## src/rtl/adc_sampler_if.sv

```systemverilog
// adc_sampler_if: serial bus between the sampler (master) and the ADC (slave)
interface adc_sampler_if;
  logic adc_cs_n;
  logic adc_sclk;
  logic adc_din;
  logic adc_dout;
  modport master (output adc_cs_n, adc_sclk, adc_din, input adc_dout);
  modport slave (input adc_cs_n, adc_sclk, adc_din, output adc_dout);
endinterface

```

## src/rtl/adc_sampler.sv

```systemverilog
// adc_sampler: continuous serial ADC conversion loop with channel pipelining and registered outputs
module adc_sampler #(
  parameter int SCLK_DIV = 25,
  parameter int GAP = 50000
) (
  input  logic                s_clk,
  input  logic                s_rst,
  input  logic                en,
  input  logic [2:0]          ch,
  adc_sampler_if.master       adc,
  output logic [11:0]         vol,
  output logic [2:0]          vol_ch,
  output logic                con_end,
  output logic                busy
);
  localparam logic [7:0] DIV_LAST = 8'(SCLK_DIV - 1);
  localparam logic [16:0] GAP_LAST = 17'(GAP - 1);
  typedef enum logic [2:0] {ST_IDLE, ST_SETUP, ST_SHIFT, ST_DONE, ST_GAP} state_t;
  state_t state_q, state_d;
  logic [7:0] div_q, div_d;
  logic [3:0] bit_q, bit_d;
  logic [16:0] gap_q, gap_d;
  logic [15:0] shift_q, shift_d;
  logic [2:0] ch_cur_q, ch_cur_d, ch_prev_q, ch_prev_d;
  logic cs_n_q, cs_n_d, sclk_q, sclk_d, din_q, din_d;
  logic [11:0] vol_q, vol_d;
  logic [2:0] vol_ch_q, vol_ch_d;
  logic con_end_q, con_end_d, busy_q, busy_d;
  function automatic logic frame_bit(input logic [3:0] k, input logic [2:0] c);
    return (k == 4'd2) ? c[2] : (k == 4'd3) ? c[1] : (k == 4'd4) ? c[0] : 1'b0;
  endfunction
  always_comb begin
    state_d = state_q;
    div_d = div_q;
    bit_d = bit_q;
    gap_d = gap_q;
    shift_d = shift_q;
    ch_cur_d = ch_cur_q;
    ch_prev_d = ch_prev_q;
    sclk_d = sclk_q;
    din_d = din_q;
    vol_d = vol_q;
    vol_ch_d = vol_ch_q;
    con_end_d = 1'b0;
    case (state_q)
      ST_IDLE: state_d = en ? ST_SETUP : ST_IDLE;
      ST_SETUP: begin
        div_d = div_q + 8'd1;
        if (div_q == DIV_LAST) begin
          state_d = ST_SHIFT;
          div_d = 8'd0;
          ch_cur_d = ch;
          ch_prev_d = ch_cur_q;
          sclk_d = 1'b0;
          din_d = 1'b0;
        end
      end
      ST_SHIFT: begin
        div_d = div_q + 8'd1;
        if (div_q == DIV_LAST) begin
          div_d = 8'd0;
          if (!sclk_q) begin
            sclk_d = 1'b1;
            shift_d = {shift_q[14:0], adc.adc_dout};
          end else if (bit_q == 4'd15) begin
            state_d = ST_DONE;
            bit_d = 4'd0;
            con_end_d = 1'b1;
            vol_d = shift_q[11:0];
            vol_ch_d = ch_prev_q;
          end else begin
            bit_d = bit_q + 4'd1;
            sclk_d = 1'b0;
            din_d = frame_bit(bit_q + 4'd1, ch_cur_q);
          end
        end
      end
      ST_DONE: begin
        state_d = ST_GAP;
        gap_d = 17'd0;
      end
      ST_GAP: begin
        gap_d = gap_q + 17'd1;
        if (gap_q == GAP_LAST) begin
          gap_d = 17'd0;
          state_d = en ? ST_SETUP : ST_IDLE;
        end
      end
      default: state_d = ST_IDLE;
    endcase
    // chip select and busy follow the state being entered so they stay registered
    cs_n_d = !(state_d == ST_SETUP || state_d == ST_SHIFT);
    busy_d = !cs_n_d;
  end
  always_ff @(posedge s_clk or posedge s_rst) begin
    if (s_rst) begin
      state_q <= ST_IDLE;
      div_q <= '0;
      bit_q <= '0;
      gap_q <= '0;
      shift_q <= '0;
      ch_cur_q <= '0;
      ch_prev_q <= '0;
      cs_n_q <= 1'b1;
      sclk_q <= 1'b1;
      din_q <= 1'b0;
      vol_q <= '0;
      vol_ch_q <= '0;
      con_end_q <= 1'b0;
      busy_q <= 1'b0;
    end else begin
      state_q <= state_d;
      div_q <= div_d;
      bit_q <= bit_d;
      gap_q <= gap_d;
      shift_q <= shift_d;
      ch_cur_q <= ch_cur_d;
      ch_prev_q <= ch_prev_d;
      cs_n_q <= cs_n_d;
      sclk_q <= sclk_d;
      din_q <= din_d;
      vol_q <= vol_d;
      vol_ch_q <= vol_ch_d;
      con_end_q <= con_end_d;
      busy_q <= busy_d;
    end
  end
  assign adc.adc_cs_n = cs_n_q;
  assign adc.adc_sclk = sclk_q;
  assign adc.adc_din = din_q;
  assign vol = vol_q;
  assign vol_ch = vol_ch_q;
  assign con_end = con_end_q;
  assign busy = busy_q;
endmodule

```

## src/flat_wrapper.sv

```systemverilog
// flat-port wrapper written by rule: the top's interface ports become plain ports
module adc_sampler_flat 
#(
  parameter int SCLK_DIV = 25,
  parameter int GAP = 50000
)
  (s_clk, s_rst, en, ch, vol, vol_ch, con_end, busy, adc_adc_cs_n, adc_adc_sclk, adc_adc_din, adc_adc_dout);
  adc_sampler_if adc_i ();
  input  logic s_clk;
  input  logic s_rst;
  input  logic en;
  input  logic [2:0] ch;
  output logic [11:0] vol;
  output logic [2:0] vol_ch;
  output logic con_end;
  output logic busy;
  output wire logic [$bits(adc_i.adc_cs_n)-1:0] adc_adc_cs_n;
  output wire logic [$bits(adc_i.adc_sclk)-1:0] adc_adc_sclk;
  output wire logic [$bits(adc_i.adc_din)-1:0] adc_adc_din;
  input wire logic [$bits(adc_i.adc_dout)-1:0] adc_adc_dout;
  assign adc_adc_cs_n = adc_i.adc_cs_n;
  assign adc_adc_sclk = adc_i.adc_sclk;
  assign adc_adc_din = adc_i.adc_din;
  assign adc_i.adc_dout = adc_adc_dout;
  adc_sampler #(.SCLK_DIV(SCLK_DIV), .GAP(GAP)) u_core (.s_clk(s_clk), .s_rst(s_rst), .en(en), .ch(ch), .adc(adc_i), .vol(vol), .vol_ch(vol_ch), .con_end(con_end), .busy(busy));
endmodule
```

## config.mk

```make
export PLATFORM = sky130hd
export DESIGN_NAME = adc_sampler_flat
export DESIGN_NICKNAME = d
export VERILOG_FILES = /design/src/rtl/adc_sampler_if.sv /design/src/rtl/adc_sampler.sv /design/src/flat_wrapper.sv
export SDC_FILE = /design/constraint.sdc
export NUM_CORES = 1
export LEC_CHECK = 0
export BUFFER_PORTS_ARGS = -buffer_cell sky130_fd_sc_hd__buf_2
export CAP_MARGIN = 40
export CORE_AREA = 5 5 84 86
export DETAILED_ROUTE_END_ITERATION = 10
export DIE_AREA = 0 0 89 91
export HOLD_SLACK_MARGIN = 0.1
export PLACE_DENSITY = 0.72
export SETUP_SLACK_MARGIN = 0.1
export SLEW_MARGIN = 20
export SYNTH_ARGS = -nofsm -noshare
export SYNTH_HDL_FRONTEND = slang
export SYNTH_SLANG_ARGS = --single-unit
```

## constraint.sdc

```tcl
create_clock -name s_clk -period 3.4 [get_ports s_clk]
set_input_delay 1.02 -clock s_clk [delete_from_list [all_inputs] [get_ports s_clk]]
set_output_delay 1.02 -clock s_clk [all_outputs]
set_load 0.01 [all_outputs]
```

# After elaboration in Yosys (flattened, before gate mapping)
# Index checks and enable logic that the tools add are counted.
[op_classes]
n_eq_ne = 16
bitwise_logic = 1
reduce_logical = 12
addsub = 3
n_mux = 26
[ops]
columns = ["op", "count"]
rows = [
  ["$pmux 17 s2", 1],
  ["$add 17x1->17 const B", 1],
  ["$eq 17x16->1 const B", 1],
  ["$mux 17", 1],
  ["$mux 3", 5],
  ["$pmux 3 s5", 1],
  ["$mux 1", 14],
  ["$eq 3x2->1 const B", 3],
  ["$reduce_and 3->1", 3],
  ["$add 8x1->8 const B", 1],
  ["$eq 4x2->1 const B", 2],
  ["$eq 8x5->1 const B", 1],
  ["$mux 8", 1],
  ["$eq 3x1->1 const B", 2],
  ["$ne 2x1->1 const B", 3],
  ["$reduce_and 5->1", 1],
  ["$add 4x1->4 const B", 1],
  ["$eq 4x3->1 const B", 1],
  ["$eq 4x4->1 const B", 1],
  ["$mux 4", 1],
  ["$pmux 1 s2", 2],
  ["$reduce_and 4->1", 1],
  ["$reduce_bool 2->1", 2],
  ["$eq 3x3->1 const B", 1],
  ["other kinds (7)", 7],
]
[word_totals]
register_bits = 70

# Logic depth before layout (Yosys ltp)
# Gate-level depths: netlist of run 1.
[depth]
depth_word = 9
mapped_depth = 8
ltp_nobuf = 7

# Least setup slack after synthesis of run 1
# OpenSTA, ideal clock, no wires.
[synth_path]
path_kind = "register to register"
start = "register u_core.div_q[0]"
end = "register u_core.vol_q[0] (netlist: u_core.vol[0])"
period_less_slack_ps = 2386
stages_incl_launch_ff = 8
slack_ps = 1014
required_ps = 3275
arrival_time_ps = 2262
setup_time_ps = 125
path_cell_list = "dfrtp_1 inv_1 ha_1 or4b_4 or3_4 nor3_4 buf_6 mux2_2"
[synth_via]
elab_chain_cells = 2
[synth_rtl]
columns = ["item", "line_no", "source"]
rows = [
  ["start: declaration", "adc_sampler.sv:20", "logic [7:0] div_q, div_d;"],
  ["start signal: assignment", "adc_sampler.sv:113", "div_q <= div_d;"],
  ["$eq 8x5->1", "adc_sampler.sv:60", "if (div_q == DIV_LAST) begin"],
  ["$reduce_and 4->1 (no line)", "n/a", ""],
  ["end signal: assignment", "adc_sampler.sv:122", "vol_q <= vol_d;"],
  ["end: declaration", "adc_sampler.sv:26", "logic [11:0] vol_q, vol_d;"],
]
# No other way between the ends.
# A chain may end at the register's enable or synchronous reset.

# Worst setup path after layout of run 1
[layout_path]
start = "register u_core.div_q[0]"
end = "register u_core.shift_q[8]"
[layout_via]
elab_chain_cells = 2
[layout_rtl]
columns = ["item", "line_no", "source"]
rows = [
  ["$eq 8x5->1", "adc_sampler.sv:60", ""],
  ["$reduce_and 3->1 (no line)", "n/a", ""],
  ["end signal: assignment", "adc_sampler.sv:116", "shift_q <= shift_d;"],
  ["end: declaration", "adc_sampler.sv:23", "logic [15:0] shift_q, shift_d;"],
]
# No other way between the ends.

==> run_results.csv, run 1 <==
group,metric,value,unit
route,wl,5870,um
logic_synthesis,yosysSeqAreaShare,0.537,
floorplan,die_w,89,um
place,dp.final_hpwl,4100,um
logic_synthesis,yosys_warnings,0,
floorplan,start_util,0.526,
clock_network,cts.sinks,70,
clock_network,cts_tree,"done",
worst_hold_path,hold_path.class,"flop to flop",
route,drc,0,
route,antenna_left,0,
clock_network,cts_max_level,3,
worst_setup_path,cp.arrival,2.65,ns
floorplan,die_h,91,um
logic_synthesis,ys_seq_elements,70,
global_routing,grt_antenna_before_repair,0,
logic_synthesis,yosysTopAreaCell,"dfrtp_1",
layout,nFillCells,495,
logic_synthesis,syn-cell-area,0.00327,mm^2
sta,finalCriticalPeriod,2.42,ns
sta,slew_viol_final,0,
worst_setup_path,cp_max_fo,12,
layout,fin_nets,332,
outcome,outcome,"finished, final reports clean",
worst_setup_path,timing.rr.start,"u_core.div_q[0]",
logic_synthesis,syn_nets,295,
worst_hold_path,holdPathEnd,"u_core.vol[11]",
route,dr.first_iter.drc_count,130,
power_and_ir_drop,powerDensity,416,mW/mm^2
place,gp_congestion,0.798,
worst_hold_path,whs_path_depth,1,
flow_run,cap_violations,0,
clock_network,holdBufCountCts,0,
sta,fin_crit_sh,0.712,
logic_synthesis,synth_cells,281,
sta,setup_violations,0,
layout,finalCoreUtilization,0.596,
logic_synthesis,synth_top_area_frac,0.521,
worst_hold_path,min-delay-start,"u_core.shift_q[11]",
route,dr.pass1.iters,4,
logic_synthesis,synthTopCellsByArea,"dfrtp_1 (52%), mux2_2 (8.6%), mux2_4 (4.6%)",
logic_synthesis,ys.flop_type,"dfrtp_1",
place,port_buffers,26,
logic_synthesis,yosys.area_share.adder,0.0268,
global_routing,grt_pass1_wl,10400,um
clock_network,cts-root-buf,"clkbuf_8",
sta,rsz0062_at_grt,"no",
layout,seqCellArea,0.00175,mm^2
layout,multi_input_area,0.00145,mm^2
logic_synthesis,synth_most_common_cell,"dfrtp_1",
route,vias,2207,
worst_setup_path,reg2reg_depth,6,
logic_synthesis,synth_top_family_by_area,"simple AND/OR/NAND/NOR gates",
worst_setup_path,required,3.63,ns
sta,slew_headroom,0.536,
logic_synthesis,synth-compound-area-share,0.0774,
floorplan,core_area,0.00620,mm^2
worst_setup_path,crit_path_start_kind,"flop",
layout,syn2layout_area_growth,13.3,%
route,viasPerCell,5.52,
logic_synthesis,syn_avg_cell_area,11.6,um^2
route,post_drt_wl_per_cell,14.7,um
floorplan,dieArea,0.00810,mm^2
global_routing,grt_max_degree,34,
logic_synthesis,synthXorXnorAreaFrac,0.0241,
logic_synthesis,synthMuxAreaShare,0.141,
clock_network,clkTransAtPathRegs,0.08,ns
floorplan,num_io_pins,27,
sta,tightest_slew,0.695,ns
logic_synthesis,synthTopCellsByCount,"dfrtp_1 (68), nand2_1 (36), mux2_2 (25), nand3_1 (17), a21oi_1 (11)",
logic_synthesis,async_flop_share,1.00,
clock_network,cts_setup_buffers,0,
layout,drive_gt1_frac,0.291,
sta,hold_viol_final,0,
sta,finalClockSkew,0.0121,ns
clock_network,clk_path_buf_depth,2,
global_routing,track_usage,0.161,
worst_setup_path,crit_path_end_kind,"flop",
clock_network,clock_latency,0.34,ns
global_routing,grt_pass1_vias,2225,
clock_network,post_cts_resized,0,
floorplan,rows,29,
logic_synthesis,ys_types,46,
sta,fmax,413,MHz
global_routing,grt_overflow_total,0,
logic_synthesis,synth_edf_count,0,
clock_network,numCtsBuffers,9,
worst_setup_path,worstSetupPathType,"flop to flop",
power_and_ir_drop,p_leak,0.00179,uW
power_and_ir_drop,vdd_drop_max,0.334,mV
worst_setup_path,r2r_end,"u_core.shift_q[8]",
worst_setup_path,r2r_slack,0.98,ns
logic_synthesis,synth-simple-area-share,0.175,
sta,tns,0,ns
layout,n_antenna_cell,0,
placed cells by master, fill, tap and decap left out, types with 3 or more instances in the layout:
cell	n
o21ai_0	7
a21oi_1	11
nand4_1	5
nand2_1	36
mux2i_1	3
nor2_1	10
buf_4	6
nand3b_1	3
xor2_1	5
xnor2_1	4
a31oi_1	3
buf_2	26
clkbuf_8	9
o211ai_1	3
inv_6	4
mux2_4	10
mux2_2	25
nand3_1	17
dfrtp_1	68
inv_1	5
nor3_1	8
a22o_1	5
ha_1	7
and2_1	3
a21o_1	3
cells by family after synthesis:
family / after synthesis
adder cells (fa/ha/maj): 7
AND/OR/NAND/NOR: 106
multiplexers: 38
AO/OA/AOI/OAI: 39
XOR/XNOR: 9
buffers and inverters: 12
flip-flops: 70
cell type report:
cell class	count	share of cell area
Clock buffer	9	0.0335
Clock inverter	7	0.0210
Inverter	6	0.00609
Multi-Input combinational cell	199	0.392
Sequential cell	70	0.474
Tap cell	77	0.0260
Timing Repair Buffer	32	0.0473
worst max-delay path by stage:
stage / startpoint / to / cells past startpoint / slack (ns)
finish: u_core.div_q[0] / u_core.shift_q[8] / 6 / 0.98
global placement: u_core.div_q[0] / u_core.shift_q[1] / 6 / 1.02
global route: u_core.div_q[0] / u_core.ch_cur_q[2] / 6 / 0.86
floorplan: s_rst / u_core.adc.adc_din / 1 / 0.62
detailed placement: u_core.div_q[0] / u_core.shift_q[6] / 6 / 0.99
CTS: u_core.div_q[0] / u_core.shift_q[8] / 6 / 0.98
layer usage:
layer	GRT usage	wire, um	up-vias
met5	0	0	-
met4	0.0707	97	0
met3	0.0326	244	8
met2	0.236	2740	42
met1	0.231	2790	1062
li1	-	-	1095
registers in the layout, indices dropped and copies added (netlist names):
register / count
u_core.ch_cur_q: 3
u_core.gap_q: 17
u_core.vol: 12
u_core.adc.adc_sclk: 1
u_core.div_q: 8
u_core.adc.adc_cs_n: 1
u_core.shift_q: 12
u_core.bit_q: 4
u_core.vol_ch: 3
u_core.busy: 1
u_core.ch_prev_q: 3
u_core.state_q: 3
u_core.adc.adc_din: 1
u_core.con_end: 1
stage by stage:
step	area, um^2	setup WS [ns]	total power (uW)	cells	hold slack [ns]
3_5_place_dp	3500	0.992	883	384	0.472
3_3_place_gp	3500	1.02	883	384	0.477
2_1_floorplan	3270	0.615	871	281	0.443
5_1_grt	3700	0.858	1610	400	0.523
6_report	3700	0.980	1540	400	0.499
4_1_cts	3700	0.976	1570	400	0.500
where the power goes:
part           leakage (uW)  internal [uW]  switching [uW]
Combinational      0.000758           8.12            18.2
Clock              0.000101            348             329
Sequential         0.000936            836            2.65
Total               0.00179           1190             349
critical path: stages, from the launching register on:
cell	delay (ns)
dfrtp_1	0.40
inv_1	0.09
ha_1	0.13
or4b_4	0.46
or3_4	0.38
or3_4	0.50
mux2_4	0.33
Power figures use the tool's default switching activity.
==> inputs of run 2 (changes only) <==
- CORE_AREA: 5 5 84 86 -> 5 5 85 87
- DIE_AREA: 0 0 89 91 -> 0 0 90 92
- PLACE_DENSITY: 0.72 -> 0.73
- clock period: 3.4 -> 2.2 ns (I/O delays scaled with it)
==> run_results.csv, run 2 (synthesis results as in run 1) <==
group,metric,value,unit
outcome,outcome,"complete, but fails checks",
outcome,violations,"negative setup slack",
route,post_drt_wl_per_cell,15.6,um
layout,fin_area,0.00393,mm^2
sta,finalWorstSetupSlack,-0.0881,ns
sta,finalClockSkew,0.0109,ns
sta,tightest_slew,0.638,ns
layout,largest_reg_flops,17,
place,port_buffers,26,
floorplan,die_h,92,um
floorplan,start_util,0.520,
worst_setup_path,timing.rr.start,"u_core.div_q[0]",
global_routing,grt_max_degree,65,
route,dr.first_iter.drc_count,146,
place,gp_congestion,0.840,
layout,top_register,"u_core.gap_q",
clock_network,numCtsBuffers,9,
layout,layout_commonest_cell,"dfrtp_1",
route,viasPerCell,5.64,
sta,hold_viol_final,0,
route,wl_met3,297,um
layout,syn2layout_area_growth,20.4,%
worst_setup_path,path_cells,"inv_2 > ha_1 > or4b_4 > or3_4 > or3_4 > mux2_4",
route,m1WireLength,2950,um
clock_network,clkTransAtPathRegs,0.08,ns
worst_setup_path,r2r_end,"u_core.shift_q[8]",
global_routing,grt_antenna_before_repair,0,
route,wl,6560,um
layout,drive_gt1_frac,0.356,
worst_setup_path,worst_path_most_repeated_cell,"or3_4",
sta,hold_ws,0.211,ns
place,place_ws,-0.119,ns
worst_setup_path,cp.arrival,2.53,ns
flow_run,cap_violations,0,
worst_setup_path,cp-endpoint,"u_core.shift_q[8]",
global_routing,grt_pass1_vias,2386,
worst_setup_path,cp_top_family,"simple AND/OR/NAND/NOR gates",
sta,slew_headroom,0.575,
worst_setup_path,cp_max_fo,6,
clock_network,holdBufCountCts,0,
floorplan,core_area,0.00628,mm^2
route,antenna_left,0,
power_and_ir_drop,p_leak,0.00190,uW
sta,fmax,437,MHz
place,dp.final_hpwl,4280,um
global_routing,grt_pass1_wl,11100,um
global_routing,grt_overflow_total,0,
route,route.met2.wl,3180,um
worst_setup_path,reg2reg_depth,6,
clock_network,clk_path_buf_depth,2,
worst_setup_path,cp-startpoint,"u_core.div_q[0]",
layout,mostFrequentLayoutCells,"dfrtp_1 (68), nand2_1 (35), buf_2 (26)",
clock_network,clock_latency,0.35,ns
power_and_ir_drop,powerDensity,569,mW/mm^2
layout,fin_cells,420,
sta,rsz0062_at_grt,"yes",
floorplan,die_w,90,um
place,dp.cells,399,
worst_setup_path,r2r_slack,-0.09,ns
sta,fin_crit_sh,1.04,
floorplan,dieArea,0.00828,mm^2
clock_network,cts_tree,"done",
sta,tns,-1.08,ns
worst_setup_path,slowest_delay,0.46,ns
route,drc,0,
layout,fin_nets,353,
worst_setup_path,cp_num_cells,6,
clock_network,cts.sinks,70,
clock_network,cts_max_level,3,
floorplan,rows,29,
layout,nFillCells,472,
worst_setup_path,worstSetupPathType,"flop to flop",
route,highest_layer,"met4",
worst_hold_path,hold_path.class,"primary input to async pin",
worst_setup_path,critical-path-slowest-cell,"or4b_4",
sta,slew_viol_final,0,
global_routing,track_usage,0.165,
sta,setup_violations,23,
worst_setup_path,crit_path_end_kind,"flop",
clock_network,cts-root-buf,"clkbuf_8",
route,dr.pass1.iters,4,
floorplan,num_io_pins,27,
route,vias,2369,
worst_setup_path,crit_path_start_kind,"flop",
sta,finalCriticalPeriod,2.29,ns
layout,n_antenna_cell,0,
power_and_ir_drop,vdd_drop_max,0.475,mV
worst_setup_path,crit_buf_inv,1,
place,placed_area,0.00365,mm^2
worst_setup_path,required,2.44,ns
[run 2: changes by cell type in the layout (fill, tap and decap cells not counted), moves of 3 or more]
| cell | delta |
|---|---|
| mux2_2 | -10 |
| mux2_4 | +10 |
| inv_6 | -3 |
| buf_4 | +16 |
| buf_6 | +3 |
| clkinvlp_4 | +3 |
[run 2: where the power goes]
group / internal, uW / switching [uW] / total [uW]
registers: 1290 / 4.73 / 1300
clock network: 404 / 496 / 900
logic: 14.2 / 27.8 / 42.1
[run 2: through the flow]
| step | utilization | power, uW |
|---|---|---|
| after floorplan | - | 1350 |
| after global placement | 0.582 | 1370 |
| after detailed placement | 0.582 | 1370 |
| after CTS | 0.617 | 2270 |
| after global routing | 0.626 | 2330 |
| final | 0.626 | 2240 |
[run 2: how the worst min path moves through the flow]
stage / from / to / cells after the start
5_1_grt: s_rst / u_core.vol[5] / 2
4_1_cts: s_rst / u_core.vol[3] / 2
3_3_place_gp: u_core.ch_prev_q[0] / u_core.ch_prev_q[0] / 1
2_1_floorplan: u_core.div_q[7] / u_core.div_q[7] / 1
6_report: s_rst / u_core.vol[4] / 2
3_5_place_dp: u_core.ch_prev_q[0] / u_core.vol_ch[0] / 1
[run 2: timing repair]
action                                 in CTS  in global routing
gates resized for setup                     7                 12
gates cloned                                1                  0
setup endpoints to repair                  35                 33
setup buffers                               2                  3
pin swaps                                   0                  4
endpoints found under the hold margin       0                  0
[run 2: area by class of cell]
class / instances / area (um^2) / share of cell area
sequential: 70 / 1750 / 0.446
multi-input combinational: 200 / 1540 / 0.392
timing repair buffer: 52 / 349 / 0.0888
clock buffer: 10 / 128 / 0.0325
tap: 77 / 96.3 / 0.0245
clock inverter: 5 / 36.3 / 0.00923
inverter: 6 / 26.3 / 0.00668
[run 2: layer usage]
metal | track usage | up-vias
li1 | - | 1135
met1 | 0.217 | 1174
met2 | 0.254 | 45
met3 | 0.0450 | 15
met4 | 0.0794 | 0
met5 | 0 | -
[run 2: worst register-to-register path, stage by stage (launching register included)]
cell and delay [ns]:
dfrtp_1 0.40, inv_2 0.06, ha_1 0.14, or4b_4 0.46, or3_4 0.38, or3_4 0.42, mux2_4 0.33
==> inputs of run 3 (changes only) <==
- BUFFER_PORTS_ARGS: -buffer_cell sky130_fd_sc_hd__buf_2 -> unset
- CORE_AREA: 5 5 85 87 -> 5 5 84 86
- DIE_AREA: 0 0 90 92 -> 0 0 89 91
- DONT_BUFFER_PORTS: unset -> 1
- PLACE_DENSITY: 0.73 -> 0.71
==> run_results.csv, run 3 (synthesis results as in run 1) <==
group,metric,value,unit
sta,finalCriticalPeriod,2.31,ns
clock_network,numCtsBuffers,9,
floorplan,dieArea,0.00810,mm^2
outcome,violations,"negative setup slack",
layout,top_register,"u_core.gap_q",
power_and_ir_drop,powerDensity,612,mW/mm^2
worst_setup_path,cp.arrival,2.53,ns
route,antenna_left,0,
floorplan,num_io_pins,27,
worst_setup_path,worstSetupPathType,"flop to flop",
floorplan,rows,29,
global_routing,grt_pass1_vias,2275,
layout,fin_nets,325,
layout,drive_gt1_frac,0.304,
route,dr.first_iter.drc_count,116,
flow_run,cap_violations,0,
route,vias,2197,
worst_setup_path,cp-startpoint,"u_core.div_q[0]",
layout,layout_commonest_cell,"dfrtp_1",
sta,finalWorstSetupSlack,-0.106,ns
worst_setup_path,timing.rr.start,"u_core.div_q[0]",
sta,tightest_slew,0.590,ns
floorplan,die_w,89,um
sta,finalClockSkew,0.00827,ns
sta,fmax,434,MHz
route,dr.pass1.iters,4,
sta,slew_headroom,0.606,
power_and_ir_drop,p_total,2360,uW
clock_network,clk_path_buf_depth,2,
outcome,outcome,"complete, but fails checks",
place,gp_congestion,0.820,
floorplan,core_area,0.00620,mm^2
worst_setup_path,cp_max_fo,6,
sta,slew_viol_final,0,
sta,rsz0062_at_grt,"yes",
layout,largest_reg_flops,17,
worst_hold_path,hold_path.class,"primary input to async pin",
clock_network,cts-root-buf,"clkbuf_8",
sta,setup_violations,27,
layout,finalCoreUtilization,0.621,
worst_setup_path,required,2.43,ns
route,viasPerCell,5.59,
place,dp.final_hpwl,4190,um
clock_network,clkTransAtPathRegs,0.08,ns
sta,hold_ws,0.244,ns
layout,multi_input_area,0.00157,mm^2
layout,n_antenna_cell,0,
layout,fin_cells,393,
layout,mostFrequentLayoutCells,"dfrtp_1 (68), nand2_1 (34), mux2_4 (25)",
route,drc,0,
power_and_ir_drop,p_leak,0.00179,uW
global_routing,track_usage,0.170,
floorplan,start_util,0.526,
sta,hold_viol_final,0,
clock_network,cts_max_level,3,
global_routing,grt_pass1_wl,10600,um
clock_network,cts_tree,"done",
clock_network,clock_latency,0.34,ns
layout,fin_area,0.00385,mm^2
clock_network,holdBufCountCts,0,
place,placed_area,0.00351,mm^2
clock_network,cts.sinks,70,
sta,fin_crit_sh,1.05,
place,port_buffers,0,
route,wl,6120,um
route,post_drt_wl_per_cell,15.6,um
layout,seqCellArea,0.00175,mm^2
power_and_ir_drop,vdd_drop_max,0.553,mV
layout,nFillCells,464,
layout,syn2layout_area_growth,18.0,%
place,dp.cells,372,
floorplan,die_h,91,um
global_routing,grt_antenna_before_repair,0,
worst_setup_path,crit_path_end_kind,"flop",
worst_setup_path,crit_path_start_kind,"flop",
global_routing,grt_overflow_total,0,
global_routing,grt_max_degree,29,
run 3: cell types whose count changed in the layout (fill, tap and decap cells not counted), moves of 2 or more:
| cell | previous run | this run |
|---|---|---|
| mux2_4 | 20 | 25 |
| clkinv_4 | 0 | 2 |
| buf_4 | 22 | 19 |
| mux2_2 | 15 | 10 |
| buf_2 | 26 | 0 |
run 3: layout make-up:
type                            instances  share of cell area
Sequential cell                        70               0.455
Multi-Input combinational cell        200               0.407
Timing Repair Buffer                   24              0.0539
Clock buffer                           10              0.0331
Tap cell                               77              0.0250
Clock inverter                          6              0.0185
Inverter                                6             0.00682
run 3: routing by layer:
layer	wire, um	vias up	track usage
li1	-	1076	-
met1	2920	1083	0.230
met2	2850	32	0.252
met3	267	6	0.0425
met4	82	0	0.0831
met5	0	-	0
run 3: worst max-delay path: stages, from the launching register on:
cell and delay, ns:
dfrtp_1 0.39, inv_2 0.06, ha_1 0.13, or4b_4 0.45, or3_4 0.39, or3_4 0.46, mux2_4 0.32
run 3: path summary, 6_finish.rpt:
| path | cells after the start | slack (ns) | endpoint |
|---|---|---|---|
| worst max-delay path | 6 | -0.11 | u_core.shift_q[4] |
| worst max register to register | 6 | -0.11 | u_core.shift_q[4] |
| min in group s_clk | 1 | 0.46 | u_core.shift_q[0] |
| worst min register to register | 1 | 0.51 | u_core.vol_ch[0] |
| max in group asynchronous | 2 | 1.34 | u_core.adc.adc_sclk |
| worst min-delay path | 1 | 0.24 | u_core.vol[5] |
run 3: stage by stage:
step,setup slack [ns],TNS (ns)
after CTS,-0.114,-1.26
after global routing,-0.176,-3.97
final,-0.106,-1.26
after global placement,-0.0756,-0.847
after floorplan,-0.147,-2.01
after detailed placement,-0.103,-1.22
run 3: timing repair:
| action | in CTS | in global routing |
|---|---|---|
| pin swaps | 2 | 5 |
| gates cloned | 2 | 0 |
| setup buffers | 2 | 1 |
| endpoints found under the setup margin | 30 | 42 |
| gates resized for setup | 14 | 14 |
run 3: report_power, final:
group	switching (uW)	leakage (uW)	internal (uW)
combinational	26.8	0.000756	12.8
sequential	4.37	0.000936	1290
clock	492	0.0000931	531
